===== config.mk =====
export PLATFORM = sky130hd
export DESIGN_NAME = rca
export DESIGN_NICKNAME = d
export VERILOG_FILES = /design/src/rtl/rca.sv
export SDC_FILE = /design/constraint.sdc
export NUM_CORES = 1
export LEC_CHECK = 0
export ABC_AREA = 1
export CAP_MARGIN = 30
export CELL_PAD_IN_SITES_DETAIL_PLACEMENT = 1
export CELL_PAD_IN_SITES_GLOBAL_PLACEMENT = 1
export CORE_MARGIN = 2
export CORE_UTILIZATION = 26
export CTS_CLUSTER_DIAMETER = 80
export DETAILED_ROUTE_END_ITERATION = 10
export GPL_TIMING_DRIVEN = 0
export HOLD_SLACK_MARGIN = 0.06
export PLACE_DENSITY_LB_ADDON = 0.15
export SLEW_MARGIN = 25
export SYNTH_ARGS = -nofsm -noshare
export SYNTH_HDL_FRONTEND = slang
export SYNTH_SLANG_ARGS = --single-unit

===== constraint.sdc =====
create_clock -name clk -period 0.8 [get_ports clk]
set_input_delay 0.16 -clock clk [delete_from_list [all_inputs] [get_ports clk]]
set_output_delay 0.16 -clock clk [all_outputs]
set_load 0.1 [all_outputs]

===== src/rtl/rca.sv =====
// Parameterised ripple-carry adder with a registered sum, carry-out and
// two's-complement overflow flag. One result is captured every clock.
module rca #(
    parameter int WIDTH = 8
) (
    input  logic             clk,
    input  logic             rst,
    input  logic [WIDTH-1:0] a,
    input  logic [WIDTH-1:0] b,
    input  logic             cin,
    output logic [WIDTH-1:0] sum,
    output logic             cout,
    output logic             ovf
);

    logic [WIDTH:0]   c;
    logic [WIDTH-1:0] s;

    logic [WIDTH-1:0] sum_d, sum_q;
    logic             cout_d, cout_q;
    logic             ovf_d, ovf_q;

    assign c[0] = cin;

    // One explicit full-adder cell per bit; each carry feeds the next stage.
    for (genvar i = 0; i < WIDTH; i++) begin : g_stage
        assign s[i]   = a[i] ^ b[i] ^ c[i];
        assign c[i+1] = (a[i] & b[i]) | (c[i] & (a[i] ^ b[i]));
    end

    always_comb begin
        sum_d  = s;
        cout_d = c[WIDTH];
        // With WIDTH = 1, c[WIDTH-1] is cin, so one expression covers all widths.
        ovf_d  = c[WIDTH-1] ^ c[WIDTH];
    end

    always_ff @(posedge clk or posedge rst) begin
        if (rst) begin
            sum_q  <= '0;
            cout_q <= 1'b0;
            ovf_q  <= 1'b0;
        end else begin
            sum_q  <= sum_d;
            cout_q <= cout_d;
            ovf_q  <= ovf_d;
        end
    end

    assign sum  = sum_q;
    assign cout = cout_q;
    assign ovf  = ovf_q;

endmodule


==> impl_metrics.csv <==
group,metric,value,unit
final_layout,fillCellCount,157,
synthesis,yosysTopAreaCell,"dfrtp_1",
final_layout,register_area,284,um2
die,fp.coreArea,0.00171,mm2
routing,drc,0,
clock_network,h-tree-depth,1,
global_route,grt_overflow,0,
die,initial_core_util,0.271,
clock_network,cts_tree,"yes",
sta,fin_crit_sh,3.74,
synthesis,synth_area_leaders,"dfrtp_1 54%, fa_1 35%, inv_1 8.1%, nand2_1 2.4%, inv_2 0.81%",
die,ioPinCount,29,
global_route,busiest_layer,"met2",
final_layout,antennaDiodeCount,0,
power_and_ir_drop,peakVddDrop,1.26,mV
hold_path,hold_class,"primary input to asynchronous set/reset pin",
sta,setup_viol,19,
power_and_ir_drop,p_per_area,2500,mW/mm2
sta,rsz0062_at_grt,"yes",
synthesis,yosys_register_bits,10,
routing,totalWireLength,885,um
placement,dpl.hpwl,774,um
setup_path,critPathKind,"primary input to flop",
sta,slew_violations,0,
placement,place_congestion,0.690,
synthesis,synth_edf_count,0,
global_route,grt_pass1_wl,1420,um
sta,hold_slack,0.172,ns
synthesis,yosysSeqAreaShare,0.541,
setup_path,required,0.99,ns
outcome,violations,"negative setup slack",
global_route,grt.met2_usage,0.181,
routing,num_vias,333,
synthesis,avgSynthCellArea,14.5,um2
global_route,grt_max_degree,11,
sta,slew_headroom,0.749,
flow_run,drv_cap,0,
clock_network,cts_buffer_depth,2,
setup_path,cp_max_fo,2,
placement,portBuffers,28,
setup_path,critPathLaunchType,"primary input",
die,core.rowCount,15,
clock_network,clk_pin_slew,0.07,ns
final_layout,layout.nets,94,
final_layout,drive_gt1_frac,0.652,
clock_network,cts_sinks,10,
synthesis,ys_top_cells_by_count,"10 x dfrtp_1, 10 x inv_1, 8 x fa_1",
synthesis,synth_flop_cell,"dfrtp_1",
synthesis,yosys.area.top_type_share,0.541,
final_layout,finish.utilization,0.560,
setup_path,critical_path.endpoint_type,"flop",
routing,dr.pass1.iters,1,
clock_network,cts_root_buf,"clkbuf_4",
clock_network,cts_made_buffers,3,
synthesis,netlist_area,463,um2
synthesis,syn_inst,32,
global_route,antenna_found_initial,0,
sta,hold_viol_final,0,
global_route,grt_use_total,0.103,
routing,ant_nets,0,
power_and_ir_drop,p_leak,0.412,nW
power_and_ir_drop,totalPowerFinal,2.39,mW
sta,min_period,2.99,ns
die,die_w,46.2,um
sta,fin_ws,-2.19,ns
synthesis,synth_cell_types,5,
final_layout,syn_to_final_growth,106,%
global_route,met3_usage,0.0471,
final_layout,multi_input_area,194,um2
routing,drt_iter0_markers,0,
routing,wl_per_cell,9.73,um
sta,tightest_slew,0.376,ns
setup_path,arrival,3.18,ns
synthesis,synthArstFlopShare,1.00,
synthesis,ys_warn_count,0,
global_route,first_global_vias,366,
sta,fmax,335,MHz
die,die_h,46.2,um
placement,place_inst,85,
routing,vias_per_cell,3.66,
global_route,grtUsageMet1,0.0995,
outcome,outcome,"finished with violations",
die,fp.dieArea,0.00213,mm2
clock_network,cts_hold_buf,0,
final_layout,fin_cells,91,
synthesis,syn-num-nets,59,
cell families (layout without fill, tap and decap cells):
logic type | count (synthesis) | count (layout) | share of synthesized area
buffers and inverters | 11 | 45 | 0.0892
flip-flops | 10 | 10 | 0.541
adder cells (fa/ha/maj) | 8 | 8 | 0.346
AND/OR/NAND/NOR | 3 | 3 | 0.0243
critical path, cell delays in order:
cell   delay (ns)
buf_6        0.09
fa_2         0.37
inv_2        0.06
fa_2         0.18
inv_2        0.03
fa_2         0.33
fa_2         0.34
fa_2         0.35
fa_2         0.35
fa_2         0.35
inv_2        0.07
fa_2         0.43
inv_2        0.06
registers in the layout, indices dropped and copies added, names as in the netlist:
signal / cells
cout: 1
ovf: 1
sum: 8
path summary, 6_finish.rpt:
kind,endpoint,slack [ns],cells after the start,start
setup / recovery,sum[7]$_DFF_PP0_,-2.19,13,a[0]
hold / removal,sum[2]$_DFF_PP0_,0.17,2,rst
max in group asynchronous,ovf$_DFF_PP0_,0.31,2,rst
min in group clk,sum[0]$_DFF_PP0_,0.22,2,a[0]
layout by cell type (no fill, tap or decap):
| master | netlist | layout |
|---|---|---|
| clkdlybuf4s50_1 | 0 | 13 |
| dfrtp_4 | 0 | 9 |
| buf_12 | 0 | 9 |
| fa_2 | 0 | 8 |
| inv_2 | 1 | 7 |
| inv_1 | 10 | 4 |
| clkbuf_4 | 0 | 3 |
| nand2_1 | 3 | 2 |
| dlygate4sd2_1 | 0 | 2 |
| buf_2 | 0 | 2 |
| buf_4 | 0 | 2 |
| nand2_2 | 0 | 1 |
| clkbuf_1 | 0 | 1 |
| buf_6 | 0 | 1 |
| buf_8 | 0 | 1 |
| dfrtp_1 | 10 | 1 |
stage by stage:
step	setup slack, ns	cell area, um2	TNS, ns
after CTS	-2.38	946	-15.61
after global placement	-2.82	828	-26.58
after global routing	-2.27	956	-15.31
after floorplan	-2.27	517	-13.26
final	-2.19	956	-14.47
after detailed placement	-2.83	828	-26.70
timing repair:
action | 4_1_cts | 5_1_grt
gates resized for setup | 106 | 2
pin swaps | 10 | 8
buffers inserted | 1 | 1
setup endpoints to repair | 20 | 19
power by group:
group / leakage (nW) / total [mW] / switching, mW / internal (mW)
registers: 0.109 / 0.719 / 0.0718 / 0.648
logic: 0.289 / 1.31 / 0.825 / 0.484
clock network: 0.0150 / 0.358 / 0.166 / 0.192
total: 0.412 / 2.39 / 1.06 / 1.32
area by class of cell:
class | count | share of cell area
well taps | 25 | 0.0327
repair buffers | 30 | 0.397
inverters | 11 | 0.0432
clock buffers | 4 | 0.0275
multi-input cells | 11 | 0.203
flip-flops and latches | 10 | 0.297
per-layer routing:
metal  part of all wire  routed length (um)
met1               0.34                 297
met5                  0                   0
met4              0.014                  12
met3              0.075                  66
met2               0.57                 508
Note: power is estimated with default switching activity, not from simulation.
